$ cat src/rtl/cp_inserter_pkg.sv
// Shared OFDM constants and helpers for the cyclic-prefix inserter.
// Module parameters default to these values so alternate builds can override them.
package ofdm_pkg;

    localparam int N     = 8;
    localparam int CP    = 4;
    localparam int DW    = 32;
    localparam int LOG2N = $clog2(N);
    localparam int CNTW  = $clog2(N + CP);

    // Complex sample layout: real part in the upper half, imaginary in the lower half.
    localparam int RE_MSB = 31;
    localparam int RE_LSB = 16;
    localparam int IM_MSB = 15;
    localparam int IM_LSB = 0;

    // Output beat number -> symbol sample index: the CP tail first, then the whole symbol.
    function automatic int cp_src_idx(input int rd, input int n, input int cp);
        return (rd < cp) ? (n - cp + rd) : (rd - cp);
    endfunction

endpackage

$ cat src/rtl/cp_inserter_if.sv
// AXI-Stream style handshake bundle used on both sides of the CP inserter.
// tuser carries start-of-symbol on the output side and is unused on the input side.
interface cp_inserter_if #(
    parameter int DW = ofdm_pkg::DW
) ();
    logic [DW-1:0] tdata;
    logic          tvalid;
    logic          tready;
    logic          tlast;
    logic          tuser;

    modport master (output tdata, tvalid, tlast, tuser, input tready);
    modport slave  (input tdata, tvalid, tlast, output tready);
endinterface

$ cat src/rtl/cp_inserter_pingpong_buf.sv
// Two N-deep sample banks: one synchronous write port, one asynchronous read port.
// Contents are not reset; the inserter's full flags decide what is meaningful.
module cp_pingpong_buf #(
    parameter int N  = ofdm_pkg::N,
    parameter int DW = ofdm_pkg::DW,
    parameter int AW = ofdm_pkg::LOG2N
) (
    input  logic          aclk,
    input  logic          i_wr_en,
    input  logic          i_wr_sel,
    input  logic [AW-1:0] i_wr_addr,
    input  logic [DW-1:0] i_wr_data,
    input  logic          i_rd_sel,
    input  logic [AW-1:0] i_rd_addr,
    output logic [DW-1:0] o_rd_data
);
    logic [1:0][DW-1:0] w_bank_q;

    for (genvar b = 0; b < 2; b++) begin : g_bank
        logic [DW-1:0] r_mem [N];

        always_ff @(posedge aclk) begin
            if (i_wr_en && (i_wr_sel == 1'(b)))
                r_mem[i_wr_addr] <= i_wr_data;
        end

        assign w_bank_q[b] = r_mem[i_rd_addr];
    end

    assign o_rd_data = w_bank_q[i_rd_sel];

endmodule

$ cat src/rtl/cp_inserter.sv
// Cyclic-prefix inserter: captures N-sample IFFT symbols into a ping-pong buffer and
// replays each one as its last CP samples followed by all N samples.
module cp_inserter #(
    parameter int N  = ofdm_pkg::N,
    parameter int CP = ofdm_pkg::CP,
    parameter int DW = ofdm_pkg::DW
) (
    input  logic         aclk,
    input  logic         aresetn,
    cp_inserter_if.slave  s_axis,
    cp_inserter_if.master m_axis,
    output logic         tlast_err
);
    import ofdm_pkg::*;

    localparam int AW = $clog2(N);
    localparam int CW = $clog2(N + CP);

    logic [AW-1:0] r_wr_cnt;
    logic [CW-1:0] r_rd_cnt;
    logic          r_wr_sel;
    logic          r_rd_sel;
    logic [1:0]    r_full;
    logic          r_tlast_err;

    logic          w_s_ready;
    logic          w_s_hs;
    logic          w_wr_last;
    logic          w_m_valid;
    logic          w_m_hs;
    logic          w_rd_last;
    logic [AW-1:0] w_rd_addr;
    logic [DW-1:0] w_rd_data;

    assign w_s_ready = ~r_full[r_wr_sel];
    assign w_s_hs    = s_axis.tvalid & w_s_ready;
    assign w_wr_last = (r_wr_cnt == AW'(N - 1));

    assign w_m_valid = r_full[r_rd_sel];
    assign w_m_hs    = w_m_valid & m_axis.tready;
    assign w_rd_last = (r_rd_cnt == CW'(N + CP - 1));
    assign w_rd_addr = AW'(cp_src_idx(int'(r_rd_cnt), N, CP));

    // Framing is judged purely by the write count; tlast never steers the data path.
    always_ff @(posedge aclk or negedge aresetn) begin
        if (!aresetn) begin
            r_wr_cnt    <= '0;
            r_wr_sel    <= 1'b0;
            r_tlast_err <= 1'b0;
        end else if (w_s_hs) begin
            r_wr_cnt <= w_wr_last ? '0 : r_wr_cnt + 1'b1;
            if (w_wr_last)
                r_wr_sel <= ~r_wr_sel;
            if (s_axis.tlast != w_wr_last)
                r_tlast_err <= 1'b1;
        end
    end

    always_ff @(posedge aclk or negedge aresetn) begin
        if (!aresetn) begin
            r_rd_cnt <= '0;
            r_rd_sel <= 1'b0;
        end else if (w_m_hs) begin
            r_rd_cnt <= w_rd_last ? '0 : r_rd_cnt + 1'b1;
            if (w_rd_last)
                r_rd_sel <= ~r_rd_sel;
        end
    end

    // A bank being filled is never full, a bank being drained always is, so set and
    // clear can never target the same bit in one cycle.
    always_ff @(posedge aclk or negedge aresetn) begin
        if (!aresetn) begin
            r_full <= '0;
        end else begin
            for (int b = 0; b < 2; b++) begin
                if (w_s_hs && w_wr_last && (r_wr_sel == 1'(b)))
                    r_full[b] <= 1'b1;
                else if (w_m_hs && w_rd_last && (r_rd_sel == 1'(b)))
                    r_full[b] <= 1'b0;
            end
        end
    end

    cp_pingpong_buf #(
        .N  (N),
        .DW (DW),
        .AW (AW)
    ) u_buf (
        .aclk      (aclk),
        .i_wr_en   (w_s_hs),
        .i_wr_sel  (r_wr_sel),
        .i_wr_addr (r_wr_cnt),
        .i_wr_data (s_axis.tdata),
        .i_rd_sel  (r_rd_sel),
        .i_rd_addr (w_rd_addr),
        .o_rd_data (w_rd_data)
    );

    assign s_axis.tready = w_s_ready;
    assign m_axis.tvalid = w_m_valid;
    assign m_axis.tdata  = w_m_valid ? w_rd_data : '0;
    assign m_axis.tuser  = w_m_valid & (r_rd_cnt == '0);
    assign m_axis.tlast  = w_m_valid & w_rd_last;
    assign tlast_err     = r_tlast_err;

    a_out_stable: assert property (@(posedge aclk) disable iff (!aresetn)
        (m_axis.tvalid && !m_axis.tready) |=>
        (m_axis.tvalid && $stable(m_axis.tdata) && $stable(m_axis.tlast) && $stable(m_axis.tuser)));

    a_rd_cnt_range: assert property (@(posedge aclk) disable iff (!aresetn)
        r_rd_cnt <= CW'(N + CP - 1));

endmodule
$ cat src/flat_wrapper.sv
// flat-port wrapper written by rule: the top's interface ports become plain ports
module cp_inserter_flat import ofdm_pkg::*;
#(
    parameter int N  = ofdm_pkg::N,
    parameter int CP = ofdm_pkg::CP,
    parameter int DW = ofdm_pkg::DW
)
  (aclk, aresetn, tlast_err, s_axis_tdata, s_axis_tvalid, s_axis_tlast, s_axis_tready, m_axis_tdata, m_axis_tvalid, m_axis_tlast, m_axis_tuser, m_axis_tready);
  cp_inserter_if #(.DW(DW)) s_axis_i ();
  cp_inserter_if #(.DW(DW)) m_axis_i ();
  input  logic aclk;
  input  logic aresetn;
  output logic tlast_err;
  input wire logic [$bits(s_axis_i.tdata)-1:0] s_axis_tdata;
  input wire logic [$bits(s_axis_i.tvalid)-1:0] s_axis_tvalid;
  input wire logic [$bits(s_axis_i.tlast)-1:0] s_axis_tlast;
  output wire logic [$bits(s_axis_i.tready)-1:0] s_axis_tready;
  output wire logic [$bits(m_axis_i.tdata)-1:0] m_axis_tdata;
  output wire logic [$bits(m_axis_i.tvalid)-1:0] m_axis_tvalid;
  output wire logic [$bits(m_axis_i.tlast)-1:0] m_axis_tlast;
  output wire logic [$bits(m_axis_i.tuser)-1:0] m_axis_tuser;
  input wire logic [$bits(m_axis_i.tready)-1:0] m_axis_tready;
  assign s_axis_i.tdata = s_axis_tdata;
  assign s_axis_i.tvalid = s_axis_tvalid;
  assign s_axis_i.tlast = s_axis_tlast;
  assign s_axis_tready = s_axis_i.tready;
  assign m_axis_tdata = m_axis_i.tdata;
  assign m_axis_tvalid = m_axis_i.tvalid;
  assign m_axis_tlast = m_axis_i.tlast;
  assign m_axis_tuser = m_axis_i.tuser;
  assign m_axis_i.tready = m_axis_tready;
  cp_inserter #(.N(N), .CP(CP), .DW(DW)) u_core (.aclk(aclk), .aresetn(aresetn), .s_axis(s_axis_i), .m_axis(m_axis_i), .tlast_err(tlast_err));
endmodule
$ cat config.mk
export PLATFORM = sky130hd
export DESIGN_NAME = cp_inserter_flat
export DESIGN_NICKNAME = d
export VERILOG_FILES = /design/src/rtl/cp_inserter_pkg.sv /design/src/rtl/cp_inserter_if.sv /design/src/rtl/cp_inserter_pingpong_buf.sv /design/src/rtl/cp_inserter.sv /design/src/flat_wrapper.sv
export SDC_FILE = /design/constraint.sdc
export NUM_CORES = 1
export LEC_CHECK = 0
export CAP_MARGIN = 20
export CORE_ASPECT_RATIO = 0.8
export CORE_MARGIN = 10
export CORE_UTILIZATION = 35
export CTS_BUF_LIST = sky130_fd_sc_hd__clkbuf_8
export CTS_CLUSTER_SIZE = 16
export DETAILED_ROUTE_END_ITERATION = 16
export GPL_TIMING_DRIVEN = 0
export PLACE_DENSITY = 0.57
export SETUP_SLACK_MARGIN = 0.3
export SYNTH_ARGS = -nofsm -noshare
export SYNTH_HDL_FRONTEND = slang
export SYNTH_SLANG_ARGS = --single-unit
$ cat constraint.sdc
create_clock -name aclk -period 5.8 [get_ports aclk]
set_clock_uncertainty 0.1 [all_clocks]
set_input_delay 0.87 -clock aclk [delete_from_list [all_inputs] [get_ports aclk]]
set_output_delay 0.87 -clock aclk [all_outputs]
set_load 0.005 [all_outputs]
==> summary by stage, run 1 <==
Power and ir drop
The fraction of power spent switching nets is 32.5%. The internal power contribution is 7.38 mW. In this run the static leakage power is 7.66 nW. In this run the power spent charging and discharging nets is 3.55 mW. The maximum VDD drop is 0.245 mV.

For this design the ratio of total power to cell area is 453 nW/µm². Of the total power, the clock network draws 25.3%. The design draws 10.9 mW. The logic gate share of total power is 33.1%. The power share of the sequential group is 41.5%.

Final layout
The finished cells cover 24100 µm². Excluding fillers, the count of instances in the completed layout stands at 2030. The net count of the finished layout is 1257. In the layout the commonest cells are edfxtp_1 (512), nand2_1 (108), mux4_2 (97). Compared with the post-synthesis result, the final layout area differs by 18.4%. The most common cell after layout, fill and taps aside is edfxtp_1.

The post-route netlist has 23.2% of its cells at a drive strength greater than 1.

Critical path
The worst setup slack for register-to-register paths is 3.12 ns. The setup path with the least slack is of type reg2out. The maximum net fanout on the critical path is 10. The arrival time at the worst endpoint is 3.54 ns. The capture point of the worst reg-to-reg path is u_core.u_buf.g_bank[1].r_mem[0][23]$_DFFE_PP_. The kind of end point of the critical path is an output pin.

Data on the critical path is required at its endpoint by 4.83 ns. The worst setup path is launched from a flip-flop. The cell repeated most along the worst path is clkbuf_1. Counting cells, the worst reg-to-reg path comes to 7.

The launching instance or port of the critical path is u_core.r_rd_sel$_DFFE_PN0N_. The delay of the slowest critical-path stage is 0.73 ns. In this run the critical register-to-register path is launched from u_core.r_wr_sel$_DFFE_PN0N_. Traced cell by cell, the critical path runs through clkbuf_1 > nor2b_1 > buf_2 > clkbuf_1 > a32oi_1 > o211ai_1 > clkdlybuf4s50_1. The highest-delay cell along the critical path is clkbuf_1.

Clock tree
TritonCTS built the clock tree. The root buffer cell chosen for the clock tree is clkbuf_8. The post-cts sizing count is 0. After clock tree synthesis, the clock-pin slew on the worst setup and hold paths is 0.06 ns.

The number of clock buffers inserted by TritonCTS is 81. In this run the deepest clock path goes through 3 buffers. The tree built by TritonCTS fans out to 524 sinks. The number of buffers inserted to repair setup after CTS is 0.

The number of levels the H-tree was split into is 3. The post-cts hold buffer count is 0. The clock reaches the later pin of the worst-skew pair after 0.64 ns.

Die
The core region is 57100 µm². The die is 236 µm tall. The die span in x is 290 µm.

Pin placement for this block handled 74 I/O pins. In this run the core area contains 78 standard-cell rows. The effective utilization at floorplan is 35.7%.

The area of the die is 68300 µm².

Drt
The total iterations of the first detailed-routing run is 4. The final route contains 10600 vias. In the routed layout, each cell is associated on average with a via count of 5.22.

The count of nets left with antenna violations once routing finished came out at 0. After the first detailed-routing iteration, the DRC count stood at 1012. Dividing the detail-routed wire length by the instance count gives 25.4 µm. The DRC violation count after routing is 0. After detailed routing, the total wire length is 51600 µm.

Logic synthesis
The summed instance area of the synthesized netlist is 20400 µm². The cell type contributing the most total cell area after synthesis is edfxtp_1. The synthesized instance count is 1010. Counting every net in the synthesized netlist gives 1051. For this run, the register share of the synthesized area comes to 77.0%. The synthesized design devotes to its leading area cell type 75.5% of total area. The prevailing post-synth register cell is edfxtp_1. The number of storage elements in the synthesis netlist is 524. The warning count from the yosys run is 0. Ranked by total cell area, the synthesized netlist is headed by edfxtp_1 (76%), mux4_2 (11%), mux2i_1 (3.2%). Averaged over all synthesized cells, the footprint is 20.2 µm². The synthesized design contains 512 enable-type register cells.

In the synthesized netlist the async set-or-reset flop fraction comes to 2.29%. The number of different library cells in the post-synthesis netlist is 39.

Min path
The worst hold path belongs to the class reg2reg. The sink of the worst hold path is u_core.tlast_err$_DFFE_PN0P_. The startpoint of the lowest-slack hold path is u_core.tlast_err$_DFFE_PN0P_.

Along the worst hold path, the cell count comes to 1.

Global route
The first global-routing pass estimated 75700 µm of wire. The via count of the first global-routing pass is 11200. Entering global routing, the biggest net connects 25 pins.

In the global route stage, overall resource usage came out at 15.1%. The total congestion overflow is 0. The initial antenna violation count is 1.

Place
In this run the cell area measured after placement is 22700 µm². The HPWL after detailed placement is 33400 µm. At the placement stage, the worst setup path has a slack of 1.95 ns.

The number of buffers inserted by port buffering is 73. After detailed placement, the design holds a cell count of 1893. The final estimated routing congestion in global placement is 0.770.

Outcome
The run finished with clean final reports.

Timing
The total setup violations reported at the end of the flow is 0. The worst slew margin relative to its limit is 30.6%. The ratio of final minimum period to clock period is 77.7%. The worst setup slack after layout is 1.29 ns. The number of hold-slack violations in the final timing report was 0. For this run, the top clock speed supported by timing is 222 MHz. The count of pins over their slew limit was 0. The final-layout setup total negative slack is 0 ns.

Setup repair after global routing left no endpoint under its margin. The slew of the pin with the lowest slew margin is 1.04 ns. The worst path in the final design needs a cycle of 4.51 ns, including I/O delays and setup.

Job
The tool flagged a number of max-cap violations equal to 0.
==> layout make-up <==
type / instances / area [µm²]
tap: 760 / 951
inverter: 2 / 7.51
fill: 5042 / 33000
buffer: 58 / 335
timing repair buffer: 123 / 1300
clock buffer: 83 / 1140
clock inverter: 53 / 258
multi-input combinational: 426 / 4440
sequential: 524 / 15700
antenna: 1 / 2.50
==> sequential cells by signal (all words and copies together), names as in the netlist <==
signal / count
u_core.tlast_err: 1
u_core.r_wr_cnt: 3
u_core.r_wr_sel: 1
u_core.r_rd_sel: 1
u_core.r_rd_cnt: 4
u_core.u_buf.g_bank.r_mem: 512
u_core.r_full: 2
==> Yosys cell counts (all sizes together) (2+ instances only) <==
cell type,n
edfxtp,512
nand2,108
mux4,97
mux2i,65
buf,33
a32oi,31
nand4,31
o211ai,31
clkbuf,25
dfrtp,12
nor2,11
nor3,9
o21ai,8
ha,4
nand2b,4
and2,3
a21oi,2
and3,2
inv,2
mux2,2
nor2b,2
nor4,2
xnor2,2
==> worst max path at each step <==
stage / to / slack (ns)
after CTS: m_axis_tdata[28] / 1.24
after detailed placement: m_axis_tdata[28] / 1.95
after global routing: m_axis_tdata[28] / 1.09
after floorplan: u_core.u_buf.g_bank[1].r_mem[0][0]$_DFFE_PP_ / 0.90
final: m_axis_tdata[6] / 1.29
after global placement: u_core.u_buf.g_bank[0].r_mem[0][15]$_DFFE_PP_ / -4.05
==> kinds of logic after synthesis <==
group,share of synthesized area [%]
adders and majority gates,0.246
muxes,14.0
and+or+nand+nor,3.89
buffers and inverters,1.68
AOI/OAI and AO/OA,3.01
xor gates and xnor gates,0.129
DFF,77.0
==> per-stage QoR <==
stage	util [%]	hold WS, ns
CTS	42.2	0.380
finish	42.2	0.376
floorplan	-	0.368
global placement	38.6	0.366
global route	42.2	0.416
detailed placement	39.8	0.362
==> power groups by stage <==
stage / sequential [mW] / combinational (mW) / clock (mW)
6_report: 4.54 / 3.62 / 2.77
5_1_grt: 4.56 / 3.88 / 3.02
4_1_cts: 4.54 / 3.69 / 2.85
3_5_place_dp: 4.61 / 3.68 / 0
3_3_place_gp: 4.65 / 3.53 / 0
2_1_floorplan: 4.60 / 2.05 / 0
==> layer usage <==
| metal | GRT usage [%] | share of wire [%] |
|---|---|---|
| met1 | 20.9 | 45 |
| met2 | 23.9 | 48 |
| met3 | 3.26 | 5.1 |
| met4 | 3.81 | 1.7 |
| met5 | 0 | 0 |
==> worst max-delay path: cells and delay by family, from the launching register on <==
family	cells	cell delay (ns)
buffers and inverters	4	1.73
AO/OA/AOI/OAI	2	0.67
flip-flops	1	0.36
AND/OR/NAND/NOR	1	0.13
No activity file was read; power rests on OpenSTA's default activity.
==> run 2, diff against run 1 <==
clock period = 4.5 ns   (was 5.8 ns; I/O delays follow)
==> run 2 against run 1 <==
  * Combinational power is 30% higher
  * Sequential share of layout area is 0.51 points lower
  * Power is 31% higher
  * Flip-flop and latch count stayed put
  * Final cell count hardly changed
  * Critical endpoint is now m_axis_tdata[17]
  * Largest cell class unchanged
  * Largest power group unchanged
  * Highest routed layer unchanged
==> summary by stage, run 2 (synthesis gave the netlist of run 1 again) <==
Drt
The mean number of vias per cell is 5.23 (+0.11%). The final routed wirelength across all metal layers is 52100 µm (+0.94%). The final routed wire length divided by cell count is 25.6 µm (+0.84%). The number of nets with antenna violations after detailed routing was 0 (unchanged).

The violation count after the first detailed-route iteration is 1075 (+6.2%). The DRC violation count after routing was 0 (unchanged). The total vias in the final route is 10600 (+0.21%). The total iterations of the first detailed-routing run is 5 (+1).

Final layout
The sequential cell area is 15700 µm² (unchanged). The share of layout cells above drive strength 1 came to 24.1% (+0.97 points). The filler cell count in the final layout is 5005 (-0.73%). The number of antenna repair diodes was 0 (-1). The number of nets in the layout is 1252 (-0.40%). Counting flops per register, the top entry is u_core.u_buf.g_bank.r_mem.

Compared with the post-synthesis result, the final layout area differs by 19.3%. The library cells used most frequently in the layout, excluding fill and tap cells, are edfxtp_1 (512), nand2_1 (108), mux4_2 (97). The footprint of the multi-input gates is 4450 µm² (+0.39%).

The most common cell after layout, fill and taps aside is edfxtp_1. The largest registers in the layout are u_core.u_buf.g_bank.r_mem (512), u_core.r_rd_cnt (4), u_core.r_wr_cnt (3). The flip-flop count of the largest register, all copies and words added is 512 (unchanged).

Critical path
The worst-case reg-to-reg path depth is 6 (-1). The maximum net fanout on the critical path is 10 (unchanged). The arrival time at the worst endpoint came to 3.29 ns (-0.25 ns).

The startpoint-to-endpoint class of the critical path is reg2out. The worst setup path is captured at an output pin. The type of origin of the critical path is a flip-flop. The worst path required time is 3.72 ns (-1.11 ns).

Die
The effective utilization at floorplan is 35.7% (unchanged). The die height is 236 µm (unchanged). The number of rows in the core area is 78 (unchanged).

The placeable core region is 57100 µm² (unchanged). The area of the die is 68300 µm² (unchanged). The top-level I/O count is 74 (unchanged). The die span in x is 290 µm (unchanged).

Min path
The path class of the tightest hold or removal check is in2async.

Timing
The count of pins over their slew limit came to 0 (unchanged). The highest achievable clock rate is 246 MHz. The slew of the pin with the lowest slew margin is 1.00 ns (-0.0393 ns). The final-layout setup total negative slack was 0 ns (unchanged). The shortest period the worst path allows is 4.06 ns. The worst slew margin relative to its limit is 32.9% (+2.3 points). The ratio of final minimum period to clock period is 90.3%. Setup repair after global routing could not meet its margin everywhere. The number of hold-slack violations in the final timing report is 0 (unchanged). The total setup violations reported at the end of the flow was 0 (unchanged).

Power and ir drop
The net switching power of the design is 4.62 mW (+30%). The share of power burned in the clock network is 26.1% (+0.8 points). The maximum VDD drop was 0.298 mV (+22%). The power share of the sequential group is 40.9% (-0.6 points). The internal power contribution is 9.66 mW (+31%). The power per standard cell area is 588 nW/µm² (+30%). The logic gate share of total power was 33.0% (about the same).

The final total power came to 14.3 mW (+31%). The fraction of power spent switching nets is 32.4% (-0.15 points). The reported leakage power was 7.79 nW (+1.7%).

Global route
The first-pass GRT wire length is 75600 µm (-0.17%). The maximum number of pins on one net before global-route repair is 23 (-8.0%). The initial antenna violation count is 0 (-1). The total congestion overflow was 0 (unchanged). The via count of the first global-routing pass is 11000 (-1.9%).

The overall global routing resource usage is 15.2% (+0.057 points).

Clock tree
The clock latency on the worst-skew pair is 0.65 ns (about the same). The largest buffer count on any clock path is 3 (unchanged). The number of levels the H-tree was split into was 3 (unchanged). CTS placed an instance of clkbuf_8 at the clock tree root.

The number of clock buffers inserted by TritonCTS is 80 (-1.2%). The total clock sinks is 524 (unchanged). The TritonCTS clock tree is built. The clock transition at the registers of the reported paths was 0.07 ns (about the same).

Place
The final estimated routing congestion in global placement came to 0.767 (-0.42%). The number of buffers inserted by port buffering was 73 (unchanged). The HPWL after detailed placement is 34000 µm (+1.9%).

Job
The max-cap violation count was 0 (unchanged).

Outcome
The run finished with clean final reports.
[run 2: changes by cell type in the layout (fill, tap and decap cells not counted), moves of 4 or more]
cell	delta
clkbuf_1	-13
clkbuf_2	+13
buf_4	-11
buf_16	+6
inv_1	+6
buf_12	-4
buf_8	+4
clkinv_2	+4
[run 2: cell type report]
| type | instances | share of cell area (%) |
|---|---|---|
| Multi-Input combinational cell | 426 | 18.3 |
| Inverter | 2 | 0.0309 |
| Buffer | 58 | 1.48 |
| Clock buffer | 84 | 4.76 |
| Clock inverter | 59 | 1.32 |
| Sequential cell | 524 | 64.5 |
| Tap cell | 760 | 3.91 |
| Timing Repair Buffer | 119 | 5.64 |
[run 2: worst max-delay path, stage by stage (launching register included)]
cell	delay, ns
dfrtp_1	0.34
buf_4	0.17
clkbuf_1	0.75
mux4_2	0.36
a32oi_1	0.06
o211ai_1	0.36
clkdlybuf4s50_1	0.59
[run 2: per-layer routing]
layer	vias to the layer above	track usage (%)	wire length [µm]
li1	4594	-	-
met1	5620	21.2	23400
met2	336	23.6	24500
met3	77	3.57	3220
met4	0	3.78	915
met5	-	0	0
[run 2: timing repair]
item	4_1_cts	5_1_grt
cloned	0	0
endpoints found under the setup margin	7	19
hold buffers	0	0
setup buffers	0	0
resized for setup	3	25
[run 2: path summary, 6_finish.rpt]
| check | start | end | slack (ns) |
|---|---|---|---|
| max in group asynchronous | aresetn | u_core.r_rd_cnt[1]$_DFFE_PN0N_ | 3.63 |
| worst max-delay path | u_core.r_rd_cnt[1]$_DFFE_PN0N_ | m_axis_tdata[17] | 0.44 |
| min in group aclk | u_core.tlast_err$_DFFE_PN0P_ | u_core.tlast_err$_DFFE_PN0P_ | 0.39 |
| worst max register to register | u_core.r_wr_cnt[0]$_DFFE_PN0N_ | u_core.u_buf.g_bank[0].r_mem[1][15]$_DFFE_PP_ | 1.58 |
| worst min-delay path | aresetn | u_core.r_wr_cnt[2]$_DFFE_PN0N_ | 0.28 |
| worst min register to register | u_core.tlast_err$_DFFE_PN0P_ | u_core.tlast_err$_DFFE_PN0P_ | 0.39 |
[run 2: power groups by stage]
stage	logic, mW	registers [mW]	clock network, mW
2_1_floorplan	2.65	5.93	0
3_3_place_gp	4.57	5.99	0
3_5_place_dp	4.77	5.95	0
4_1_cts	4.79	5.85	3.81
5_1_grt	5.06	5.87	4.03
6_report	4.71	5.85	3.73
[run 2: per-stage QoR]
step / cells / util, % / cell area, µm² / hold WS [ns] / setup WS [ns]
floorplan: 1010 / - / 20400 / 0.279 / 0.640
global placement: 1843 / 38.6 / 22100 / 0.366 / -3.30
detailed placement: 1889 / 39.9 / 22800 / 0.375 / 0.800
CTS: 2032 / 42.5 / 24300 / 0.263 / 0.327
global route: 2032 / 42.6 / 24300 / 0.287 / 0.266
finish: 2032 / 42.6 / 24300 / 0.283 / 0.436
